$ cat config.mk
export PLATFORM = sky130hd
export DESIGN_NAME = gsensor_tilt_scheduler_flat
export DESIGN_NICKNAME = d
export VERILOG_FILES = /design/src/rtl/gsensor_tilt_scheduler_if.sv /design/src/rtl/gsensor_tilt_scheduler.sv /design/src/flat_wrapper.sv
export SDC_FILE = /design/constraint.sdc
export NUM_CORES = 1
export LEC_CHECK = 0
export ABC_CLOCK_PERIOD_IN_PS = 1850
export BUFFER_PORTS_ARGS = -buffer_cell sky130_fd_sc_hd__buf_4
export CORE_ASPECT_RATIO = 0.9
export CORE_UTILIZATION = 38
export CTS_CLUSTER_DIAMETER = 50
export DETAILED_ROUTE_END_ITERATION = 10
export GPL_TIMING_DRIVEN = 0
export PLACE_DENSITY_LB_ADDON = 0.05
export REMOVE_ABC_BUFFERS = 1
export SLEW_MARGIN = 20
export SYNTH_ARGS = -nofsm -noshare
export SYNTH_HDL_FRONTEND = slang
export SYNTH_SLANG_ARGS = --single-unit
$ cat constraint.sdc
create_clock -name clk -period 1.85 [get_ports clk]
set_input_delay 0.37 -clock clk [delete_from_list [all_inputs] [get_ports clk]]
set_output_delay 0.37 -clock clk [all_outputs]
set_load 0.05 [all_outputs]
$ cat src/rtl/gsensor_tilt_scheduler_if.sv
// Display channel between the tilt scheduler and the HEX driver:
// the packed {x_code, y_code} word moved with a valid/ready handshake.
interface gsensor_tilt_scheduler_if;
   logic        disp_valid;
   logic        disp_ready;
   logic [15:0] disp_data;

   // The scheduler produces the word; the HEX driver accepts it.
   modport master (output disp_valid, output disp_data, input disp_ready);
   modport slave  (input disp_valid, input disp_data, output disp_ready);
endinterface

$ cat src/rtl/gsensor_tilt_scheduler.sv
// G-sensor tilt scheduler: samples the one-hot X/Y LED bars at a fixed rate,
// decodes them into signed HEX tilt codes, debounces each axis and publishes
// the packed {x,y} code to the HEX driver only when the accepted value changes.
module gsensor_tilt_scheduler #(
   parameter int unsigned SAMPLE_DIV   = 50000,
   parameter int unsigned STABLE_COUNT = 4
) (
   input  logic                            clk,
   input  logic                            reset,
   input  logic [7:0]                      gsensor_led_x_data,
   input  logic [7:0]                      gsensor_led_y_data,
   gsensor_tilt_scheduler_if.master        disp,
   output logic                            invalid_err,
   output logic                            overrun
);

   localparam int unsigned    DIV_W    = (SAMPLE_DIV > 1) ? $clog2(SAMPLE_DIV) : 1;
   localparam logic [DIV_W-1:0] DIV_LAST = DIV_W'(SAMPLE_DIV - 1);
   localparam logic [3:0]     STABLE   = 4'(STABLE_COUNT);

   typedef enum logic [2:0] {IDLE, SAMPLE, FILTER, COMMIT, PUBLISH} state_t;

   // One decoded bar: legal flag plus the HEX tilt code.
   typedef struct packed {
      logic       legal;
      logic [7:0] code;
   } decode_t;

   // Debounce state of one axis.
   typedef struct packed {
      logic [7:0] cand;
      logic [3:0] cnt;
   } axis_t;

   state_t           state_q, state_d;
   logic [DIV_W-1:0] div_q;
   logic             tick;
   logic             pending_q;
   decode_t          x_dec_q, y_dec_q;
   axis_t            x_axis_q, y_axis_q;
   logic [7:0]       x_acc, y_acc;
   logic             change;
   logic             load_sample, run_filter, commit;

   // Bar-to-code table; anything not listed is an illegal bar.
   function automatic decode_t decode_bar(input logic [7:0] bar);
      decode_t d;
      d.legal = 1'b1;
      case (bar)
         8'h18:   d.code = 8'h00;
         8'h20:   d.code = 8'hB1;
         8'h04:   d.code = 8'hA1;
         8'h40:   d.code = 8'hB2;
         8'h02:   d.code = 8'hA2;
         8'h80:   d.code = 8'hB3;
         8'h01:   d.code = 8'hA3;
         default: begin
            d.legal = 1'b0;
            d.code  = 8'h00;
         end
      endcase
      return d;
   endfunction

   // Debounce step: an illegal sample breaks the run, a repeat extends it
   // (saturating at STABLE), a new code starts a fresh run.
   function automatic axis_t filter_axis(input axis_t cur, input decode_t smp);
      axis_t nxt;
      nxt = cur;
      if (!smp.legal) begin
         nxt.cnt = 4'd0;
      end else if (smp.code == cur.cand) begin
         if (cur.cnt < STABLE) nxt.cnt = cur.cnt + 4'd1;
      end else begin
         nxt.cand = smp.code;
         nxt.cnt  = 4'd1;
      end
      return nxt;
   endfunction

   assign tick = (div_q == DIV_LAST);

   // Free-running sample divider, wraps on the tick cycle.
   always_ff @(posedge clk) begin
      // NOTE: sequential state uses non-blocking assignments so every register
      // samples the pre-edge values regardless of statement order.
      if (reset)     div_q <= '0;
      else if (tick) div_q <= '0;
      else           div_q <= div_q + DIV_W'(1);
   end

   // Ticks arriving while busy are pended once; a second one is dropped.
   always_ff @(posedge clk) begin
      if (reset) begin
         pending_q <= 1'b0;
         overrun   <= 1'b0;
      end else begin
         overrun <= 1'b0;
         if (state_q != IDLE) begin
            if (tick) begin
               if (pending_q) overrun   <= 1'b1;
               else           pending_q <= 1'b1;
            end
         end else if (tick || pending_q) begin
            pending_q <= 1'b0;
         end
      end
   end

   // FSM state register.
   always_ff @(posedge clk) begin
      if (reset) state_q <= IDLE;
      else       state_q <= state_d;
   end

   // FSM next-state logic.
   always_comb begin
      // NOTE: default first so every path assigns state_d and no latch is inferred.
      state_d = state_q;
      case (state_q)
         IDLE:    if (tick || pending_q) state_d = SAMPLE;
         SAMPLE:  state_d = FILTER;
         FILTER:  state_d = COMMIT;
         COMMIT:  state_d = change ? PUBLISH : IDLE;
         PUBLISH: if (disp.disp_ready) state_d = IDLE;
         default: state_d = IDLE;
      endcase
   end

   // FSM outputs: handshake valid and datapath strobes.
   always_comb begin
      disp.disp_valid = 1'b0;
      load_sample     = 1'b0;
      run_filter      = 1'b0;
      commit          = 1'b0;
      case (state_q)
         SAMPLE:  load_sample     = 1'b1;
         FILTER:  run_filter      = 1'b1;
         COMMIT:  commit          = 1'b1;
         PUBLISH: disp.disp_valid = 1'b1;
         default: ;
      endcase
   end

   // Accepted pair: a settled axis takes its candidate, else keeps what is shown.
   always_comb begin
      x_acc  = (x_axis_q.cnt == STABLE) ? x_axis_q.cand : disp.disp_data[15:8];
      y_acc  = (y_axis_q.cnt == STABLE) ? y_axis_q.cand : disp.disp_data[7:0];
      change = ({x_acc, y_acc} != disp.disp_data);
   end

   // Sample capture, per-axis debounce and illegal-bar flag.
   always_ff @(posedge clk) begin
      if (reset) begin
         x_dec_q     <= '0;
         y_dec_q     <= '0;
         x_axis_q    <= '0;
         y_axis_q    <= '0;
         invalid_err <= 1'b0;
      end else begin
         invalid_err <= 1'b0;
         if (load_sample) begin
            x_dec_q <= decode_bar(gsensor_led_x_data);
            y_dec_q <= decode_bar(gsensor_led_y_data);
         end
         if (run_filter) begin
            x_axis_q    <= filter_axis(x_axis_q, x_dec_q);
            y_axis_q    <= filter_axis(y_axis_q, y_dec_q);
            invalid_err <= !x_dec_q.legal || !y_dec_q.legal;
         end
      end
   end

   // Display word: loaded only in COMMIT when the accepted pair changed.
   always_ff @(posedge clk) begin
      if (reset)                 disp.disp_data <= 16'h0000;
      else if (commit && change) disp.disp_data <= {x_acc, y_acc};
   end

endmodule
$ cat src/flat_wrapper.sv
// flat-port wrapper written by rule: the top's interface ports become plain ports
module gsensor_tilt_scheduler_flat 
#(
   parameter int unsigned SAMPLE_DIV   = 50000,
   parameter int unsigned STABLE_COUNT = 4
)
  (clk, reset, gsensor_led_x_data, gsensor_led_y_data, invalid_err, overrun, disp_disp_valid, disp_disp_data, disp_disp_ready);
  gsensor_tilt_scheduler_if disp_i ();
  input  logic clk;
  input  logic reset;
  input  logic [7:0] gsensor_led_x_data;
  input  logic [7:0] gsensor_led_y_data;
  output logic invalid_err;
  output logic overrun;
  output wire logic [$bits(disp_i.disp_valid)-1:0] disp_disp_valid;
  output wire logic [$bits(disp_i.disp_data)-1:0] disp_disp_data;
  input wire logic [$bits(disp_i.disp_ready)-1:0] disp_disp_ready;
  assign disp_disp_valid = disp_i.disp_valid;
  assign disp_disp_data = disp_i.disp_data;
  assign disp_i.disp_ready = disp_disp_ready;
  gsensor_tilt_scheduler #(.SAMPLE_DIV(SAMPLE_DIV), .STABLE_COUNT(STABLE_COUNT)) u_core (.clk(clk), .reset(reset), .gsensor_led_x_data(gsensor_led_x_data), .gsensor_led_y_data(gsensor_led_y_data), .disp(disp_i), .invalid_err(invalid_err), .overrun(overrun));
endmodule
==> impl_metrics.prom, run 1 <==
# TYPE chip_impl_metric gauge
chip_impl_info{name="rsz0062_at_grt",value="yes"} 1
chip_impl_metric{name="post_synth_inst_count",unit=""} 381
chip_impl_info{name="tritoncts_clock_tree",value="built"} 1
chip_impl_info{name="synth_flop_cell",value="sky130_fd_sc_hd__dfxtp_1"} 1
chip_impl_metric{name="clk-insertion-delay-late",unit="ns"} 0.34
chip_impl_metric{name="power.density",unit="mW/mm^2"} 688.8
chip_impl_metric{name="postSynth.asyncResetShare",unit="%"} 0
chip_impl_metric{name="final-max-slew-violation-count",unit=""} 0
chip_impl_metric{name="via_per_inst",unit=""} 5.255
chip_impl_metric{name="io_buffer_count",unit=""} 37
chip_impl_metric{name="dr.pass1.iters",unit=""} 4
chip_impl_metric{name="cts.sink_count",unit=""} 64
chip_impl_metric{name="vdd_ir_drop_max",unit="uV"} 352.0
chip_impl_metric{name="ys_seq_area_share",unit="%"} 39.94
chip_impl_info{name="crit_path_top_delay_cell",value="sky130_fd_sc_hd__or4_4"} 1
chip_impl_metric{name="synth-edff-count",unit=""} 0
chip_impl_info{name="cp-start-kind",value="flop"} 1
chip_impl_metric{name="ys.warnings.count",unit=""} 0
chip_impl_metric{name="grt_max_degree",unit=""} 49
chip_impl_metric{name="power.leakage",unit="nW"} 1.399
chip_impl_metric{name="initial_antenna_violation_count",unit=""} 0
chip_impl_metric{name="placement_rows",unit=""} 31
chip_impl_metric{name="setup_viol",unit=""} 0
chip_impl_metric{name="final_core_util",unit="%"} 46.38
chip_impl_metric{name="gp_congestion",unit=""} 0.7707
chip_impl_metric{name="layout.cells.non_filler",unit=""} 517
chip_impl_metric{name="route.antenna.remaining_nets",unit=""} 0
chip_impl_metric{name="final_hold_violations",unit=""} 0
chip_impl_metric{name="timing.slew.headroom",unit="%"} 57.25
chip_impl_metric{name="area_delta_synth_final",unit="%"} 17.20
chip_impl_metric{name="drt-wirelength-per-cell",unit="um"} 13.81
chip_impl_metric{name="fin_worst_skew",unit="ns"} 0.008520
chip_impl_metric{name="synth_cell_types",unit=""} 49
chip_impl_metric{name="max_freq",unit="GHz"} 0.5630
chip_impl_metric{name="core_area",unit="sq mm"} 0.008107
chip_impl_metric{name="floorplan.io_pins",unit=""} 38
chip_impl_info{name="worst_hold_path_type",value="primary input to flop"} 1
chip_impl_metric{name="min_period",unit="ns"} 1.776
chip_impl_info{name="run_status",value="completed"} 1
chip_impl_info{name="final_common_cell",value="sky130_fd_sc_hd__dfxtp_1"} 1
chip_impl_metric{name="globalRouteOverflowTotal",unit=""} 0
chip_impl_metric{name="final_layout_size_suffix_gt1_share",unit="%"} 20.33
chip_impl_metric{name="syn_avg_cell_area",unit="sq um"} 8.420
chip_impl_metric{name="routed_wl",unit="um"} 7138
chip_impl_metric{name="fin_crit_sh",unit="%"} 96.01
chip_impl_metric{name="die_h",unit="um"} 89.17
chip_impl_metric{name="worst_path_largest_cell_delay",unit="ns"} 0.56
chip_impl_info{name="end_kind",value="flop"} 1
chip_impl_metric{name="num_antenna_cells",unit=""} 0
chip_impl_metric{name="drcViolationCount",unit=""} 0
chip_impl_metric{name="worst_pin_slew",unit="ns"} 0.6384
chip_impl_metric{name="clk_pin_slew_worst_paths",unit="ns"} 0.07
chip_impl_metric{name="layout.nets",unit=""} 438
chip_impl_metric{name="grt_util_all_layers",unit="%"} 16.60
chip_impl_metric{name="design.die.area",unit="sq mm"} 0.008814
chip_impl_metric{name="cap_viol_max_count",unit=""} 0
chip_impl_info{name="criticalPathCategory",value="flop to flop"} 1
chip_impl_metric{name="die_width",unit="um"} 98.85
chip_impl_metric{name="placed_cells",unit=""} 499
chip_impl_info{name="commonest_non_fill_non_tap_cells_in_the_layout",value="sky130_fd_sc_hd__dfxtp_1 (61), sky130_fd_sc_hd__buf_4 (39), sky130_fd_sc_hd__nor2_1 (36), sky130_fd_sc_hd__o21ai_0 (31), sky130_fd_sc_hd__nand2_1 (26)"} 1
chip_impl_metric{name="worst_ep_required",unit="ns"} 2.08
chip_impl_info{name="critical_path.cell_chain",value="or4_4, nor4_4, or2_4, nor2_2"} 1
chip_impl_metric{name="cts_buffer_depth",unit=""} 2
chip_impl_metric{name="endpoint_arrival_time_on_the_critical_path",unit="ns"} 2.01
chip_impl_metric{name="start_util",unit="%"} 39.57
chip_impl_metric{name="tritoncts.num_buffers",unit=""} 9
chip_impl_metric{name="hpwl",unit="um"} 4911
chip_impl_metric{name="synthesis.area",unit="sq mm"} 0.003208
chip_impl_metric{name="vias",unit=""} 2717
chip_impl_metric{name="critical_path.max_fanout",unit=""} 8
chip_impl_metric{name="drt_iter0_markers",unit=""} 98
chip_impl_metric{name="first_global_vias",unit=""} 2357
chip_impl_metric{name="cts_max_level",unit=""} 3
chip_impl_metric{name="yosys_reg_bits",unit=""} 64
chip_impl_metric{name="grt_first_pass_wirelength",unit="um"} 11430
chip_impl_info{name="cts_root_buffer",value="sky130_fd_sc_hd__clkbuf_8"} 1
chip_impl_metric{name="power.total",unit="mW"} 2.590
==> flip-flops by register name, summed over array words and instances, names as in the netlist <==
signal / count
u_core.disp.disp_data: 16
u_core.div_q: 16
u_core.x_dec_q: 5
u_core.invalid_err: 1
u_core.state_q: 3
u_core.y_axis_q: 8
u_core.x_axis_q: 8
u_core.y_dec_q: 5
u_core.overrun: 1
u_core.pending_q: 1
==> per-layer routing <==
layer,GRT usage [%],vias to the layer above,share of wire [%]
met3,4.926,2,3.7
met1,22.75,1254,53
li1,-,1404,-
met2,24.98,57,43
met5,0,-,0
met4,5.563,0,0.43
==> where the power goes <==
part / internal, mW / switching, mW
clock network: 0.548 / 0.520
logic: 0.0549 / 0.0793
registers: 1.38 / 0.00525
total: 1.99 / 0.604
==> layout make-up <==
type                            count  area (sq um)
Clock inverter                      3         17.52
Inverter                            7         26.28
Multi-Input combinational cell    293          1859
Sequential cell                    64          1285
Fill cell                         790          4347
Tap cell                           99         123.9
Timing Repair Buffer               39         292.8
Clock buffer                       12         155.1
==> cells by family after synthesis <==
logic type	share of synthesized area [%]
xor+xnor	9.282
flops	39.94
buf+inv	3.939
fa+ha+maj	1.950
mux	2.496
simple gates	27.85
compound gates	14.55
==> synthesized netlist by cell type, types with 3 or more instances <==
cell type | count | share of area (%)
sky130_fd_sc_hd__dfxtp_1 | 64 | 40
sky130_fd_sc_hd__nor2_1 | 36 | 4.2
sky130_fd_sc_hd__o21ai_0 | 31 | 4.8
sky130_fd_sc_hd__nand2_1 | 26 | 3.0
sky130_fd_sc_hd__a21oi_1 | 22 | 3.4
sky130_fd_sc_hd__xor2_1 | 22 | 6.0
sky130_fd_sc_hd__nand3_1 | 21 | 3.3
sky130_fd_sc_hd__nor3_1 | 15 | 2.3
sky130_fd_sc_hd__nor3b_1 | 13 | 3.0
sky130_fd_sc_hd__xnor2_1 | 12 | 3.3
sky130_fd_sc_hd__clkbuf_1 | 11 | 1.3
sky130_fd_sc_hd__nor2_2 | 10 | 2.0
sky130_fd_sc_hd__mux2i_1 | 8 | 2.5
sky130_fd_sc_hd__nor4_1 | 8 | 1.6
sky130_fd_sc_hd__inv_1 | 7 | 0.82
sky130_fd_sc_hd__nand4_1 | 6 | 1.2
sky130_fd_sc_hd__ha_1 | 5 | 2.0
sky130_fd_sc_hd__nand2b_1 | 5 | 0.98
sky130_fd_sc_hd__nor2b_1 | 4 | 0.78
sky130_fd_sc_hd__o21a_1 | 4 | 0.94
sky130_fd_sc_hd__or4_1 | 4 | 0.94
sky130_fd_sc_hd__a211oi_1 | 3 | 0.70
sky130_fd_sc_hd__a21boi_0 | 3 | 0.70
sky130_fd_sc_hd__o21ai_1 | 3 | 0.47
==> worst max-delay path: cells and delay by family, from the launching register on <==
kind | cells | cell delay [ns]
flip-flops | 1 | 0.35
AND/OR/NAND/NOR | 4 | 1.33
==> metrics by stage <==
step / TNS (ns) / hold WS (ns) / cell area, sq um / worst slack [ns]
detailed placement: -8.418 / 0.4632 / 3510 / -0.4016
global route: -0.1410 / 0.3491 / 3760 / -0.04004
CTS: 0 / 0.3022 / 3710 / 0.02086
global placement: -8.338 / 0.4604 / 3510 / -0.3769
floorplan: -1.023 / 0.4391 / 3108 / -0.1863
finish: 0 / 0.3189 / 3760 / 0.07380
==> repair_timing <==
action	CTS	global route
buffers inserted	0	2
pin swaps	0	1
endpoints found under the setup margin	34	46
resized for setup	7	10
hold buffers	0	0
gates cloned	0	1
==> path summary, 6_finish.rpt <==
kind | startpoint | end | slack (ns) | cells past startpoint
worst max-delay path | u_core.div_q[12]$_SDFF_PP0_ | u_core.div_q[14]$_SDFF_PP0_ | 0.07 | 4
worst max register to register | u_core.div_q[12]$_SDFF_PP0_ | u_core.div_q[14]$_SDFF_PP0_ | 0.07 | 4
worst min register to register | u_core.div_q[0]$_SDFF_PP0_ | u_core.div_q[0]$_SDFF_PP0_ | 0.47 | 1
worst min-delay path | disp_disp_ready | u_core.state_q[2]$_SDFFE_PP0P_ | 0.32 | 3
No activity file was read; power rests on OpenSTA's default activity.
==> inputs of run 2 (changes only) <==
--- a/config.mk
+++ b/config.mk
@@ -6,7 +6,7 @@
 export NUM_CORES = 1
 export LEC_CHECK = 0
 export ABC_CLOCK_PERIOD_IN_PS = 1850
-export BUFFER_PORTS_ARGS = -buffer_cell sky130_fd_sc_hd__buf_4
+export BUFFER_PORTS_ARGS = -buffer_cell sky130_fd_sc_hd__clkbuf_2
 export CORE_ASPECT_RATIO = 0.9
 export CORE_UTILIZATION = 38
 export CTS_CLUSTER_DIAMETER = 50
==> run 2 against run 1 <==
  * Fmax grew 0.51%
  * Clock-buffer cell count shrank 2
  * Routed wire length shrank 2.8%
  * Core utilization shrank 0.93 points
  * Critical endpoint is now u_core.div_q[7]$_SDFF_PP0_
==> impl_metrics.prom, run 2 (synthesis results as in run 1) <==
# TYPE chip_impl_metric gauge
chip_impl_info{name="run_status",value="completed"} 1
chip_impl_metric{name="core_area",unit="sq mm"} 0.008107
chip_impl_metric{name="area_of_combinational_cells_with_multiple_inputs",unit="sq mm"} 0.001901
chip_impl_info{name="tritoncts_clock_tree",value="built"} 1
chip_impl_info{name="cts_root_buffer",value="sky130_fd_sc_hd__clkbuf_8"} 1
chip_impl_metric{name="fin_crit_sh",unit="%"} 95.52
chip_impl_info{name="r2r_start",value="u_core.div_q[12]$_SDFF_PP0_"} 1
chip_impl_metric{name="fin_worst_skew",unit="ns"} 0.01131
chip_impl_metric{name="globalRouteOverflowTotal",unit=""} 0
chip_impl_metric{name="via_per_inst",unit=""} 5.282
chip_impl_metric{name="placement_rows",unit=""} 31
chip_impl_metric{name="fillerInstances",unit=""} 819
chip_impl_metric{name="clk_pin_slew_worst_paths",unit="ns"} 0.07
chip_impl_info{name="final_common_cell",value="sky130_fd_sc_hd__dfxtp_1"} 1
chip_impl_metric{name="critical_path_buf_inv_count",unit=""} 0
chip_impl_metric{name="dr.pass1.iters",unit=""} 4
chip_impl_metric{name="power.total",unit="mW"} 2.520
chip_impl_metric{name="initial_antenna_violation_count",unit=""} 0
chip_impl_metric{name="design.die.area",unit="sq mm"} 0.008814
chip_impl_metric{name="die_width",unit="um"} 98.85
chip_impl_metric{name="start_util",unit="%"} 39.57
chip_impl_metric{name="num_antenna_cells",unit=""} 0
chip_impl_info{name="criticalPathCategory",value="flop to flop"} 1
chip_impl_metric{name="cts_max_level",unit=""} 3
chip_impl_metric{name="setup_viol",unit=""} 0
chip_impl_metric{name="cts_buffer_depth",unit=""} 2
chip_impl_metric{name="drcViolationCount",unit=""} 0
chip_impl_metric{name="cap_viol_max_count",unit=""} 0
chip_impl_metric{name="die_h",unit="um"} 89.17
chip_impl_metric{name="min_period",unit="ns"} 1.767
chip_impl_info{name="cp-start-kind",value="flop"} 1
chip_impl_metric{name="critical_path_cell_count",unit=""} 4
chip_impl_info{name="crit_path_top_delay_cell",value="sky130_fd_sc_hd__or4_1"} 1
chip_impl_metric{name="vdd_ir_drop_max",unit="uV"} 321.8
chip_impl_metric{name="first_global_vias",unit=""} 2417
chip_impl_metric{name="hpwl",unit="um"} 4868
chip_impl_metric{name="max_freq",unit="GHz"} 0.5659
chip_impl_metric{name="floorplan.io_pins",unit=""} 38
chip_impl_metric{name="final-seq-area",unit="sq mm"} 0.001286
chip_impl_metric{name="timing.slew.headroom",unit="%"} 33.94
chip_impl_metric{name="routed_wl",unit="um"} 6936
chip_impl_metric{name="endpoint_arrival_time_on_the_critical_path",unit="ns"} 1.99
chip_impl_metric{name="grt_util_all_layers",unit="%"} 16.57
chip_impl_metric{name="power.density",unit="mW/mm^2"} 684.0
chip_impl_metric{name="layout.cells.non_filler",unit=""} 514
chip_impl_metric{name="worst_pin_slew",unit="ns"} 0.9909
chip_impl_info{name="worst_hold_path_type",value="primary input to flop"} 1
chip_impl_metric{name="area_delta_synth_final",unit="%"} 14.86
chip_impl_metric{name="gp_congestion",unit=""} 0.7833
chip_impl_metric{name="vias",unit=""} 2715
chip_impl_metric{name="placed_cells",unit=""} 499
chip_impl_metric{name="worst_path_largest_cell_delay",unit="ns"} 0.58
chip_impl_info{name="rsz0062_at_grt",value="yes"} 1
chip_impl_info{name="path_delay_family",value="simple AND/OR/NAND/NOR gates"} 1
chip_impl_metric{name="cts_hold_buffers_added",unit=""} 0
chip_impl_metric{name="final_layout_size_suffix_gt1_share",unit="%"} 20.96
chip_impl_metric{name="io_buffer_count",unit=""} 37
chip_impl_metric{name="drt-wirelength-per-cell",unit="um"} 13.49
chip_impl_info{name="critical_path.cell_chain",value="or4_1, nor4_4, or2_4, nor2_2"} 1
chip_impl_metric{name="route.antenna.remaining_nets",unit=""} 0
chip_impl_metric{name="worst_r2r_path_depth",unit=""} 4
chip_impl_metric{name="clk-insertion-delay-late",unit="ns"} 0.33
chip_impl_metric{name="worst_ep_required",unit="ns"} 2.07
chip_impl_metric{name="grt_first_pass_wirelength",unit="um"} 11430
chip_impl_info{name="setup.worst_path.start",value="u_core.div_q[12]$_SDFF_PP0_"} 1
chip_impl_metric{name="drt_iter0_markers",unit=""} 73
chip_impl_info{name="endpoint",value="u_core.div_q[7]$_SDFF_PP0_"} 1
chip_impl_info{name="end_kind",value="flop"} 1
chip_impl_metric{name="tritoncts.num_buffers",unit=""} 9
chip_impl_metric{name="critical_path.max_fanout",unit=""} 8
chip_impl_metric{name="final-max-slew-violation-count",unit=""} 0
chip_impl_metric{name="layout.nets",unit=""} 436
chip_impl_metric{name="grt_max_degree",unit=""} 49
chip_impl_info{name="commonest_non_fill_non_tap_cells_in_the_layout",value="sky130_fd_sc_hd__dfxtp_1 (60), sky130_fd_sc_hd__nor2_1 (36), sky130_fd_sc_hd__clkbuf_2 (36), sky130_fd_sc_hd__o21ai_0 (31), sky130_fd_sc_hd__nand2_1 (26)"} 1
chip_impl_info{name="layout_top_registers",value="u_core.disp.disp_data (16), u_core.div_q (16)"} 1
chip_impl_info{name="regToRegEndpoint",value="u_core.div_q[7]$_SDFF_PP0_"} 1
chip_impl_metric{name="final_hold_violations",unit=""} 0
chip_impl_metric{name="power.leakage",unit="nW"} 1.360
chip_impl_metric{name="r2r_setup_slack",unit="ns"} 0.08
chip_impl_metric{name="cts.sink_count",unit=""} 64
run 2: worst min-delay path: stages:
cell	delay [ns]
sky130_fd_sc_hd__clkbuf_2	0.07
sky130_fd_sc_hd__nand2b_1	0.11
sky130_fd_sc_hd__a31oi_1	0.08
run 2: area by class of cell:
type                            count  share of cell area, %
Inverter                            7                 0.7131
Clock inverter                      4                 0.6112
Multi-Input combinational cell    293                  51.58
Timing Repair Buffer               37                  5.093
Sequential cell                    64                  34.91
Clock buffer                       10                  3.735
Tap cell                           99                  3.362
run 2: how the worst min path moves through the flow:
stage	end	depth (start not counted)	start	slack, ns
global placement	u_core.div_q[0]$_SDFF_PP0_	1	u_core.div_q[0]$_SDFF_PP0_	0.46
finish	u_core.state_q[2]$_SDFFE_PP0P_	3	disp_disp_ready	0.34
floorplan	u_core.disp.disp_data[0]$_SDFFE_PP0P_	1	reset	0.44
CTS	u_core.state_q[2]$_SDFFE_PP0P_	3	disp_disp_ready	0.33
detailed placement	u_core.div_q[0]$_SDFF_PP0_	1	u_core.div_q[0]$_SDFF_PP0_	0.47
global route	u_core.state_q[2]$_SDFFE_PP0P_	3	disp_disp_ready	0.36
run 2: per-stage QoR:
| stage | util, % | instance area (sq um) | TNS, ns | hold slack, ns | setup slack, ns |
|---|---|---|---|---|---|
| global route | 45.45 | 3685 | -0.1119 | 0.3623 | -0.04982 |
| floorplan | - | 3108 | -1.023 | 0.4391 | -0.1863 |
| global placement | 42.15 | 3417 | -8.670 | 0.4575 | -0.4060 |
| detailed placement | 42.15 | 3417 | -8.516 | 0.4656 | -0.4096 |
| finish | 45.45 | 3685 | 0 | 0.3422 | 0.08283 |
| CTS | 44.53 | 3610 | 0 | 0.3336 | 0.01318 |
run 2: report_power, final:
group / switching (mW) / total, mW / leakage [nW] / internal (mW)
sequential: 0.00538 / 1.39 / 0.518 / 1.38
clock: 0.509 / 1.01 / 0.0838 / 0.500
combinational: 0.0795 / 0.123 / 0.759 / 0.0435
run 2: repair_timing:
action / in CTS / in global routing
gates cloned: 0 / 1
gates resized for setup: 10 / 18
setup endpoints to repair: 34 / 43
pin swaps: 0 / 3
buffers inserted: 0 / 0
run 2: layer usage:
| layer | up-vias | part of all wire, % | GRT usage, % |
|---|---|---|---|
| met1 | 1259 | 54 | 22.79 |
| met3 | 4 | 4.0 | 5.317 |
| met2 | 54 | 41 | 25.05 |
| li1 | 1398 | - | - |
| met5 | - | 0 | 0 |
| met4 | 0 | 0.66 | 4.478 |
==> inputs of run 3 (changes only) <==
--- a/config.mk
+++ b/config.mk
@@ -8,7 +8,7 @@
 export ABC_CLOCK_PERIOD_IN_PS = 1850
 export BUFFER_PORTS_ARGS = -buffer_cell sky130_fd_sc_hd__clkbuf_2
 export CORE_ASPECT_RATIO = 0.9
-export CORE_UTILIZATION = 38
+export CORE_UTILIZATION = 30
 export CTS_CLUSTER_DIAMETER = 50
 export DETAILED_ROUTE_END_ITERATION = 10
 export GPL_TIMING_DRIVEN = 0
==> run 3 against run 2 <==
  * The flow now finishes with violations (design-rule violations)
  * Critical path type unchanged
  * Worst hold slack gained 0.020 ns
  * Die area grew 26%
  * Power grew 28%
  * Register-to-register slack gained 0.02 ns
  * Core utilization shrank 8.0 points
  * Sequential share of layout area shrank 1.6 points
  * Global-route usage shrank 2.4 points
  * Sequential cell count is the same
  * Final area grew 5.0%
==> impl_metrics.prom, run 3 (synthesis results as in run 1) <==
# TYPE chip_impl_metric gauge
chip_impl_metric{name="grt_util_all_layers",unit="%"} 14.13
chip_impl_metric{name="setup_viol",unit=""} 0
chip_impl_metric{name="tritoncts.num_buffers",unit=""} 9
chip_impl_metric{name="hpwl",unit="um"} 5044
chip_impl_metric{name="fin_worst_skew",unit="ns"} 0.006029
chip_impl_metric{name="globalRouteOverflowTotal",unit=""} 0
chip_impl_metric{name="power.total",unit="mW"} 3.236
chip_impl_info{name="commonest_non_fill_non_tap_cells_in_the_layout",value="sky130_fd_sc_hd__dfxtp_1 (59), sky130_fd_sc_hd__nor2_1 (36), sky130_fd_sc_hd__clkbuf_2 (36), sky130_fd_sc_hd__o21ai_0 (31), sky130_fd_sc_hd__nand2_1 (26)"} 1
chip_impl_metric{name="p_comb_share",unit="%"} 3.8
chip_impl_info{name="worst_hold_path_type",value="primary input to flop"} 1
chip_impl_metric{name="clk-insertion-delay-late",unit="ns"} 0.33
chip_impl_metric{name="vdd_ir_drop_max",unit="uV"} 398.3
chip_impl_info{name="rsz0062_at_grt",value="yes"} 1
chip_impl_metric{name="dpl-instance-area",unit="sq mm"} 0.003455
chip_impl_info{name="criticalPathCategory",value="flop to flop"} 1
chip_impl_metric{name="io_buffer_count",unit=""} 37
chip_impl_metric{name="initial_antenna_violation_count",unit=""} 0
chip_impl_metric{name="floorplan.io_pins",unit=""} 38
chip_impl_metric{name="max_freq",unit="GHz"} 0.5738
chip_impl_info{name="layout_top_registers",value="u_core.disp.disp_data (16), u_core.div_q (16)"} 1
chip_impl_metric{name="num_antenna_cells",unit=""} 0
chip_impl_metric{name="route.antenna.remaining_nets",unit=""} 0
chip_impl_metric{name="power.leakage",unit="nW"} 1.437
chip_impl_metric{name="drcViolationCount",unit=""} 10
chip_impl_metric{name="design.die.area",unit="sq mm"} 0.01111
chip_impl_metric{name="final-max-slew-violation-count",unit=""} 0
chip_impl_metric{name="cts_hold_buffers_added",unit=""} 0
chip_impl_metric{name="fin_crit_sh",unit="%"} 94.21
chip_impl_metric{name="final_core_util",unit="%"} 37.45
chip_impl_info{name="end_kind",value="flop"} 1
chip_impl_metric{name="clkPwrFrac",unit="%"} 53.3
chip_impl_metric{name="finish.instance_area",unit="sq mm"} 0.003870
chip_impl_metric{name="start_util",unit="%"} 31.04
chip_impl_info{name="cp-start-kind",value="flop"} 1
chip_impl_metric{name="grt_max_degree",unit=""} 50
chip_impl_info{name="setup.worst_path.start",value="u_core.y_axis_q[5]$_SDFFE_PP0P_"} 1
chip_impl_metric{name="dr.pass1.iters",unit=""} 7
chip_impl_metric{name="vias",unit=""} 2700
chip_impl_metric{name="core_area",unit="sq mm"} 0.01033
chip_impl_metric{name="cts_buffer_depth",unit=""} 2
chip_impl_metric{name="placement_rows",unit=""} 35
chip_impl_metric{name="grt_first_pass_wirelength",unit="um"} 12450
chip_impl_metric{name="drt_iter0_markers",unit=""} 130
chip_impl_metric{name="cts.sink_count",unit=""} 64
chip_impl_metric{name="critical_path.max_fanout",unit=""} 5
chip_impl_metric{name="endpoint_arrival_time_on_the_critical_path",unit="ns"} 1.98
chip_impl_metric{name="min_period",unit="ns"} 1.743
chip_impl_metric{name="final_hold_violations",unit=""} 0
chip_impl_info{name="final_common_cell",value="sky130_fd_sc_hd__dfxtp_1"} 1
chip_impl_metric{name="die_h",unit="um"} 100.1
chip_impl_metric{name="first_global_vias",unit=""} 2505
chip_impl_metric{name="seq_power_share",unit="%"} 42.9
chip_impl_metric{name="worst_pin_slew",unit="ns"} 1.026
chip_impl_info{name="violations",value="design-rule violations"} 1
chip_impl_metric{name="power.density",unit="mW/mm^2"} 836.3
chip_impl_metric{name="switching_share",unit="%"} 21.57
chip_impl_info{name="run_status",value="finished, violations left"} 1
chip_impl_metric{name="timing.slew.headroom",unit="%"} 31.62
chip_impl_metric{name="die_width",unit="um"} 111.0
chip_impl_metric{name="cts_max_level",unit=""} 3
chip_impl_metric{name="clk_pin_slew_worst_paths",unit="ns"} 0.05
chip_impl_metric{name="area_delta_synth_final",unit="%"} 20.63
chip_impl_metric{name="power_report.internal_total",unit="mW"} 2.538
chip_impl_info{name="tritoncts_clock_tree",value="built"} 1
chip_impl_info{name="min_from",value="disp_disp_ready"} 1
chip_impl_metric{name="gp_congestion",unit=""} 0.7504
chip_impl_metric{name="worst_ep_required",unit="ns"} 2.09
chip_impl_info{name="cts_root_buffer",value="sky130_fd_sc_hd__clkbuf_16"} 1
chip_impl_metric{name="switching_power",unit="uW"} 698.2
chip_impl_metric{name="routed_wl",unit="um"} 7177
chip_impl_metric{name="drt-wirelength-per-cell",unit="um"} 13.10
chip_impl_metric{name="via_per_inst",unit=""} 4.927
chip_impl_metric{name="layout.nets",unit=""} 438
chip_impl_metric{name="cap_viol_max_count",unit=""} 0
chip_impl_info{name="r2r_start",value="u_core.y_axis_q[5]$_SDFFE_PP0P_"} 1
chip_impl_metric{name="final_layout_size_suffix_gt1_share",unit="%"} 21.72
[run 3: metrics by stage]
stage / std cells / setup WS, ns / TNS (ns) / hold slack, ns
after floorplan: 363 / -0.1863 / -1.023 / 0.4391
after global placement: 529 / -0.4068 / -9.567 / 0.4596
after detailed placement: 529 / -0.4001 / -8.844 / 0.4636
after CTS: 546 / 0.008735 / 0 / 0.3614
after global routing: 548 / -0.01146 / -0.01834 / 0.3863
final: 548 / 0.1072 / 0 / 0.3623
[run 3: layout make-up]
type | instances | area [sq um]
Inverter | 7 | 26.28
Tap cell | 129 | 161.4
Timing Repair Buffer | 39 | 202.7
Fill cell | 1094 | 6465
Clock inverter | 5 | 55.05
Clock buffer | 11 | 252.7
Multi-Input combinational cell | 293 | 1884
Sequential cell | 64 | 1287
[run 3: critical path, cell delays in order, from the launching register on]
cell and delay [ns]:
sky130_fd_sc_hd__dfxtp_2 0.35, sky130_fd_sc_hd__xor2_1 0.17, sky130_fd_sc_hd__or4_1 0.51, sky130_fd_sc_hd__o21ai_2 0.27
sky130_fd_sc_hd__nand2_1 0.16, sky130_fd_sc_hd__nor3b_1 0.20
[run 3: path summary, 6_finish.rpt]
path	end	slack, ns	cells past startpoint
hold reg to reg	u_core.div_q[0]$_SDFF_PP0_	0.47	1
setup / recovery	u_core.disp.disp_data[10]$_SDFFE_PP0P_	0.11	5
hold / removal	u_core.state_q[2]$_SDFFE_PP0P_	0.36	3
setup reg to reg	u_core.disp.disp_data[10]$_SDFFE_PP0P_	0.11	5
[run 3: per-layer routing]
layer | global-route usage (%) | wire length (um) | share of wire (%) | up-vias
li1 | - | - | - | 1414
met1 | 20.19 | 3927 | 55 | 1215
met2 | 20.32 | 2837 | 40 | 61
met3 | 3.986 | 310 | 4.3 | 10
met4 | 4.636 | 102 | 1.4 | 0
met5 | 0 | 0 | 0 | -
[run 3: timing repair]
item,CTS,global route
gates cloned,1,0
pin swaps,0,2
buffers inserted,0,2
gates resized for setup,11,13
endpoints found under the hold margin,0,0
endpoints found under the setup margin,33,36
[run 3: power by group through the flow]
stage	clock (mW)	combinational (mW)	sequential (mW)
after floorplan	0	0.0543	1.42
after global placement	0	0.119	1.42
after detailed placement	0	0.119	1.42
after CTS	1.77	0.123	1.39
after global routing	1.85	0.141	1.39
final	1.72	0.122	1.39
